$ cat config.mk
export PLATFORM = sky130hd
export DESIGN_NAME = sub16_serial
export DESIGN_NICKNAME = d
export VERILOG_FILES = /design/src/rtl/sub16_serial_pkg.sv /design/src/rtl/sub16_serial_slice.sv /design/src/rtl/sub16_serial.sv
export SDC_FILE = /design/constraint.sdc
export NUM_CORES = 1
export LEC_CHECK = 0
export ABC_AREA = 1
export BUFFER_PORTS_ARGS = -buffer_cell sky130_fd_sc_hd__buf_2
export CORE_MARGIN = 2
export CORE_UTILIZATION = 49
export DETAILED_ROUTE_END_ITERATION = 8
export GPL_TIMING_DRIVEN = 0
export PLACE_DENSITY = 0.72
export SETUP_SLACK_MARGIN = 0.1
export SYNTH_ARGS = -nofsm -noshare
export SYNTH_HDL_FRONTEND = slang
export SYNTH_SLANG_ARGS = --single-unit
$ cat constraint.sdc
create_clock -name clk -period 2.15 [get_ports clk]
set_input_delay 0 -clock clk [delete_from_list [all_inputs] [get_ports clk]]
set_output_delay 0 -clock clk [all_outputs]
set_load 0.02 [all_outputs]
$ cat src/rtl/sub16_serial_pkg.sv
// ============================================================================
//  sub16_serial_pkg
//  Shared definitions for the slice-serial subtractor: FSM states and sizing.
//  Revision: 1.0
// ============================================================================
`default_nettype none

package sub16_serial_pkg;

    localparam int WIDTH_DEF    = 16;
    localparam int SLICE_DEF    = 4;
    localparam int N_SLICES_DEF = WIDTH_DEF / SLICE_DEF;

    typedef enum logic [0:0] {
        ST_IDLE = 1'b0,
        ST_RUN  = 1'b1
    } state_t;

    // Counter needs at least one bit even for a single-slice configuration.
    function automatic int cnt_bits(input int n);
        return (n <= 1) ? 1 : $clog2(n);
    endfunction

    localparam int CNT_W_DEF = cnt_bits(N_SLICES_DEF);

endpackage

`default_nettype wire

$ cat src/rtl/sub16_serial_slice.sv
// ============================================================================
//  sub16_serial_slice
//  Combinational SLICE-bit ripple slice computing a + b_inv + cin.
//  Revision: 1.0
// ============================================================================
`default_nettype none

module sub16_serial_fa (
    input  logic a,
    input  logic b,
    input  logic cin,
    output logic s,
    output logic cout
);

    assign s    = a ^ b ^ cin;
    assign cout = (a & b) | (cin & (a ^ b));

endmodule

module sub16_serial_slice #(
    parameter int SLICE = 4
) (
    input  logic [SLICE-1:0] a,
    input  logic [SLICE-1:0] b_inv,
    input  logic             cin,
    output logic [SLICE-1:0] s,
    output logic             cout
);

    logic [SLICE:0] c;

    assign c[0] = cin;

    for (genvar i = 0; i < SLICE; i++) begin : g_bit
        sub16_serial_fa u_fa (
            .a    (a[i]),
            .b    (b_inv[i]),
            .cin  (c[i]),
            .s    (s[i]),
            .cout (c[i+1])
        );
    end

    assign cout = c[SLICE];

endmodule

`default_nettype wire

$ cat src/rtl/sub16_serial.sv
// ============================================================================
//  sub16_serial
//  Multi-cycle subtractor Diff = A - B - Bin, one SLICE-bit slice per clock.
//  Revision: 1.0
// ============================================================================
`default_nettype none

module sub16_serial
    import sub16_serial_pkg::*;
#(
    parameter int WIDTH = 16,
    parameter int SLICE = 4
) (
    input  logic             clk,
    input  logic             rst_n,
    input  logic             start,
    input  logic [WIDTH-1:0] A,
    input  logic [WIDTH-1:0] B,
    input  logic             Bin,
    output logic             busy,
    output logic             done,
    output logic [WIDTH-1:0] Diff,
    output logic             Bout,
    output logic             Ovf
);

    // The shadow register holds the N-1 finished slices; assumes WIDTH > SLICE.
    localparam int              N_SL = WIDTH / SLICE;
    localparam int              CW   = cnt_bits(N_SL);
    localparam logic [CW-1:0]   LAST = CW'(N_SL - 1);

    state_t                 state;
    state_t                 state_nxt;
    logic                   accept;
    logic                   last;

    logic [WIDTH-1:0]       a_sh;
    logic [WIDTH-1:0]       b_sh;
    logic                   carry;
    logic                   a_msb;
    logic                   b_msb;
    logic [CW-1:0]          cnt;
    logic [WIDTH-SLICE-1:0] shadow;
    logic [WIDTH-1:0]       shadow_nxt;

    logic [SLICE-1:0]       s;
    logic                   cout;

    sub16_serial_slice #(
        .SLICE (SLICE)
    ) u_slice (
        .a     (a_sh[SLICE-1:0]),
        .b_inv (b_sh[SLICE-1:0]),
        .cin   (carry),
        .s     (s),
        .cout  (cout)
    );

    // New slice enters at the top so after N shifts slice 0 sits at bit 0.
    assign shadow_nxt = {s, shadow};

    always_ff @(posedge clk or negedge rst_n) begin
        if (!rst_n) begin
            state <= ST_IDLE;
        end else begin
            state <= state_nxt;
        end
    end

    always_comb begin
        state_nxt = state;
        accept    = 1'b0;
        last      = 1'b0;
        case (state)
            ST_IDLE: begin
                if (start) begin
                    accept    = 1'b1;
                    state_nxt = ST_RUN;
                end
            end
            ST_RUN: begin
                if (cnt == LAST) begin
                    last      = 1'b1;
                    state_nxt = ST_IDLE;
                end
            end
            default: state_nxt = ST_IDLE;
        endcase
    end

    always_ff @(posedge clk or negedge rst_n) begin
        if (!rst_n) begin
            a_sh   <= '0;
            b_sh   <= '0;
            carry  <= 1'b0;
            a_msb  <= 1'b0;
            b_msb  <= 1'b0;
            cnt    <= '0;
            shadow <= '0;
            Diff   <= '0;
            Bout   <= 1'b0;
            Ovf    <= 1'b0;
            done   <= 1'b0;
        end else begin
            done <= last;
            if (accept) begin
                a_sh  <= A;
                b_sh  <= ~B;
                carry <= ~Bin;
                a_msb <= A[WIDTH-1];
                b_msb <= B[WIDTH-1];
                cnt   <= '0;
            end else if (state == ST_RUN) begin
                a_sh   <= a_sh >> SLICE;
                b_sh   <= b_sh >> SLICE;
                carry  <= cout;
                cnt    <= cnt + CW'(1);
                shadow <= shadow_nxt[WIDTH-1:SLICE];
                if (last) begin
                    cnt  <= '0;
                    Diff <= shadow_nxt;
                    Bout <= ~cout;
                    Ovf  <= (a_msb != b_msb) & (s[SLICE-1] != a_msb);
                end
            end
        end
    end

    assign busy = (state == ST_RUN);

endmodule

`default_nettype wire
Word level (Yosys, flattened, before mapping):

Index checks and enable logic that the tools add are counted.

* bits in registers: 69
* input port bits: 36
* output and inout port bits: 20
* logic and storage cells: 60

* add/sub/neg operators: 1
* equal/unequal tests: 3
* muxes and demuxes: 15
* bitwise operators: 26
* reduce and logical (&&, ||, !) cells: 3

Operators with widths (number)
* two-way mux 16 bit: 4
* NOT 16 bit: 1
* AND 1 bit: 9
* bitwise XOR 1 bit: 8
* two-way mux 1 bit: 7
* two-way mux 2 bit: 3
* NOT 1 bit: 4
* OR 1 bit: 4
* AND reduction 3 bit: 1
* adder 2 x 1 -> 2 bit (second input constant): 1
* == test 2 bit (second input constant): 1
* inequality test 1 bit: 2
* case mux 1 bit (2 select lines): 1
* AND reduction 2 bit: 1
* nonzero test 2 bit: 1

Logic depth before layout (Yosys ltp):

* depth in word-level cells: 11
* gate-level depth with buffers: 11
* gate-level depth less buffers: 11

Modules after synthesis:

A second synthesis with hierarchy kept.

* cell total of the unflattened synthesis: 294
* area, all modules: 2802.7 um^2

Modules (own cells, without submodules)
* sub16_serial: times used 1, cells each 290, area an instance 2722.6 um^2, seq. area each 1726.7 um^2
* sub16_serial_fa: times used 4, cells each 1, area an instance 20.0 um^2, seq. area each 0.0 um^2

Least setup slack after synthesis:

OpenSTA, ideal clock, no wires.

* kind: reg2reg
* start: register carry
* end: register Ovf
* setup time: 117 ps
* data arrival time: 2137 ps
* required time: 2033 ps
* slack: -104 ps
* stages on the path, launching flop included: 12
* buffers on the path: 0
* clock period less this slack: 2254 ps
* cell sequence: dfrtp_1 -> inv_1 -> fa_1 -> inv_1 -> fa_1 -> fa_1 -> fa_1 -> inv_1 -> nand3_1 -> nand2_1 -> nand2_1 -> nand2_1

* word-level cells in the longest chain between the ends: 9

Ends and longest elaborated chain
* start, declared: RTL line sub16_serial.sv:39 `logic carry;`
* start signal, assigned: RTL line sub16_serial.sv:109 `carry <= ~Bin;`
* start signal, assigned: RTL line sub16_serial.sv:116 `carry <= cout;`
* AND 1 bit: RTL line sub16_serial_slice.sv:17 `assign cout = (a & b) | (cin & (a ^ b));`
* OR 1 bit: RTL line sub16_serial_slice.sv:17
* AND 1 bit: RTL line sub16_serial_slice.sv:17
* OR 1 bit: RTL line sub16_serial_slice.sv:17
* AND 1 bit: RTL line sub16_serial_slice.sv:17
* OR 1 bit: RTL line sub16_serial_slice.sv:17
* bitwise XOR 1 bit: RTL line sub16_serial_slice.sv:16 `assign s = a ^ b ^ cin;`
* named net u_slice.g_bit[3].u_fa.s: RTL line sub16_serial_slice.sv:12 `output logic s,`
* inequality test 1 bit: RTL line sub16_serial.sv:123 `Ovf <= (a_msb != b_msb) & (s[SLICE-1] != a_msb);`
* AND 1 bit: RTL line sub16_serial.sv:123
* end signal, assigned: RTL line sub16_serial.sv:123
* end, declared: RTL line sub16_serial.sv:24 `output logic Ovf`

The timed path passes the listed nets, and every way through them passes these cells.
A chain may end at the register's enable or synchronous reset.

Worst setup path after layout:

* start: register a_sh[0]
* end: register Ovf

* word-level cells in the longest chain between the ends: 10
* elaborated cells on any way between the ends: 11
* classes of those cells: eq/ne (1); bitwise (10)

Ends and longest elaborated chain
* start, declared: RTL line sub16_serial.sv:37 `logic [WIDTH-1:0] a_sh;`
* start signal, assigned: RTL line sub16_serial.sv:114 `a_sh <= a_sh >> SLICE;`
* bitwise XOR 1 bit: RTL line sub16_serial_slice.sv:17
* AND 1 bit: RTL line sub16_serial_slice.sv:17
* OR 1 bit *: RTL line sub16_serial_slice.sv:17
* AND 1 bit *: RTL line sub16_serial_slice.sv:17
* OR 1 bit *: RTL line sub16_serial_slice.sv:17
* AND 1 bit *: RTL line sub16_serial_slice.sv:17
* OR 1 bit *: RTL line sub16_serial_slice.sv:17
* bitwise XOR 1 bit *: RTL line sub16_serial_slice.sv:16
* named net u_slice.g_bit[3].u_fa.s: RTL line sub16_serial_slice.sv:12
* inequality test 1 bit *: RTL line sub16_serial.sv:123
* AND 1 bit *: RTL line sub16_serial.sv:123

Mark *: on every way through the listed nets, which the timed path passes. The rest lies on a longest branch.

==> metrics <==
status=complete, but fails checks; failing checks=setup timing; die area=roughly 6400 um2; synthesized flop and latch total=69; commonest non-fill, non-tap cells in the layout=nand2_1, dfrtp_1, buf_2; Hold Fails Final Rpt=0; wire per inst=roughly 13 um; register area=approximately 1700 um2; combinational power share=a little over a third; fin crit share=106%; Rows=27; largest net degree at the start of global routing=70; Initial Util=51.2%; share of cells above drive strength 1=about a quarter; top_reg_cell synth=dfrtp_1; Sequential Power Share=~42%; maximum vdd drop=717 uV; CP cell instances=inv_2, fa_1, inv_1, fa_2, fa_2, fa_1, inv_2, nand3_1, nand2_1, nand2_1, nand2_1; DRC=0; power density over the cells=1290 nW/um2; post-layout minimum cycle time=2280 ps; CTS Buffer Depth=2; Switch Pwr=around 1.8 mW; clk slew on worst S/H paths=roughly 80 ps; RSZ-0062 raised after global routing=true; sequential fraction of the synthesis area=60.9%; first drt pass iteration count=4; Mean Syn Cell Area=9.61 um2; Critical Path End Type=register; first-pass GRT wire length=about 10 mm; CP max-delay cell=fa_1; post-synth top area share=~61%; Final Slew Violations=0; Cell Area, Synth=2830 um2; Max FO, Critical Path=3; final setup margin=-133 ps; vias in the first global route=2219; antenna violations before repair=0; Via density=4.84; Peak Freq=approximately 0.44 GHz; Total Routing Usage GR=about a fifth; Sink Count=between 60 and 70; Ys Warns=0; dpl ws=-217 ps; clock latency reported for the late side of the worst-skew pair=330 ps; Root Buffer=clkbuf_8; synthesis-to-finish area growth=32.8%; DRT Wirelength=around 6.1 mm; post-layout util=approximately 68%; n_diodes=0; DR vias=between 2k and 2.5k; Post-Syn Nets=336; dpl hpwl=slightly below 4 mm; Slew headroom=about 44%; Hold Path Class=in2reg; Cell Int Power=between 3 and 4 mW; Required @ worst endpoint=~2400 ps; Max-Cap Viols=0; most frequent CP cell=nand2_1; core footprint=~5500 um2; Synth area leader=dfrtp_1; CTS Buf Count=9; number of fill cells=454; top post-synthesis cells by area=dfrtp_1, nand2_1, o21ai_0; Min Hold Slack=75.6 ps; Cells after Synth=295; commonest non-fill, non-tap cell in the layout=nand2_1; sw frac=37.6%; die width=around 80 um; crit path launch type=register; Die Height=between 80 and 90 um; post-synthesis cell type count=20; initial DRC count=87; Placer Congestion=approximately 0.76; number of I/O pins=56; final setup vio count=2; gr ovfl total=0; CP Class=reg2reg; WP data arrival=around 2500 ps; CP max stage delay=approximately 550 ps; count of flip-flops with a built-in enable after synthesis=0; CP delay by family, top=adder cells; I/O Buffers=55; final antenna-violating net count=0; Clk network pwr share=a little over a fifth; CTS tree=yes; P_leak=roughly 1.9 nW; multi-input logic area=about 940 um2; Slew @ Worst Pin=around 840 ps; Final #Nets=about 440; Post-synth ARST share=between 90% and 100%; Max Clock Skew=7.05 ps; CP Buf/Inv Count=3; htree depth=3
==> sequential cells by signal, indices dropped and copies added, names as in the netlist, 2 cells and up <==
signal	count
Diff	16
a_sh	16
b_sh	16
cnt	2
shadow	12
==> power by group through the flow <==
stage          registers [mW]  logic (mW)  clock network, mW
3_5_place_dp             2.07        1.71                  0
4_1_cts                  2.05        1.79               1.06
6_report                 2.05        1.77               1.04
3_3_place_gp             2.04        1.66                  0
5_1_grt                  2.11        2.02               1.12
2_1_floorplan            2.22       0.994                  0
==> cells in the mapped netlist, types with 2 or more instances <==
library cell and instances:
buf_2 4, buf_4 6, buf_6 2, clkbuf_1 2
dfrtp_1 69, fa_1 4, inv_1 19, nand2_1 123
nand3_1 14, o211ai_1 10, o211ai_2 3, o21ai_0 30
o21ai_1 2
==> metal layers <==
layer  wire [um]  up-vias  global-route usage (%)
li1            -     1139                       -
met1        2740     1091                    27.8
met2        2960       53                    34.1
met3         236       13                    4.04
met4         114        0                    8.31
met5           0        -                       0
==> final timing paths <==
check	from	endpoint	slack, ps	depth (start not counted)
max	a_sh[0]	Ovf	-130	11
max in group asynchronous	rst_n	b_sh[7]	1300	2
min in group asynchronous	rst_n	Diff[0]	320	2
max reg2reg	a_sh[0]	Ovf	-130	11
min reg2reg	a_sh[14]	a_sh[14]	480	2
min	start	b_sh[1]	80	4
==> tightest hold or removal path, stage by stage <==
cell and delay [ps]:
buf_2 150, nor2_4 80, nand2_1 60, o211ai_1 70
==> cell type report <==
| class | instances | share of cell area (%) |
|---|---|---|
| clock inverters | 6 | 1.66 |
| repair buffers | 91 | 16.8 |
| flip-flops and latches | 69 | 45.9 |
| clock buffers | 10 | 3.66 |
| multi-input cells | 191 | 24.9 |
| well taps | 72 | 2.39 |
| inverters | 21 | 2.16 |
| plain buffers | 14 | 2.53 |
==> per-stage QoR <==
step | cell area (um2) | setup TNS, ps | instances | power (mW)
after CTS | 3760 | -221 | 474 | 4.90
after global routing | 3760 | -566 | 474 | 5.24
after detailed placement | 3210 | -321 | 422 | 3.78
final | 3760 | -219 | 474 | 4.86
after global placement | 3200 | -216 | 422 | 3.70
after floorplan | 2840 | -81.2 | 295 | 3.22
==> cells by family after synthesis <==
kind of cell / after synthesis / synth area share (%)
simple gates: 140 / 19.7
flops: 69 / 60.9
compound gates: 46 / 9.89
buf+inv: 35 / 6.23
fa+ha+maj: 5 / 3.27
==> what timing repair did <==
| item | in CTS | in global routing |
|---|---|---|
| hold endpoints to repair | 104 | 0 |
| gates cloned | 0 | 0 |
| pin swaps | 2 | 1 |
| resized for setup | 3 | 1 |
| setup endpoints to repair | 5 | 5 |
| buffers inserted | 2 | 0 |
| hold buffers | 34 | 0 |
Note: power is estimated with default switching activity, not from simulation.
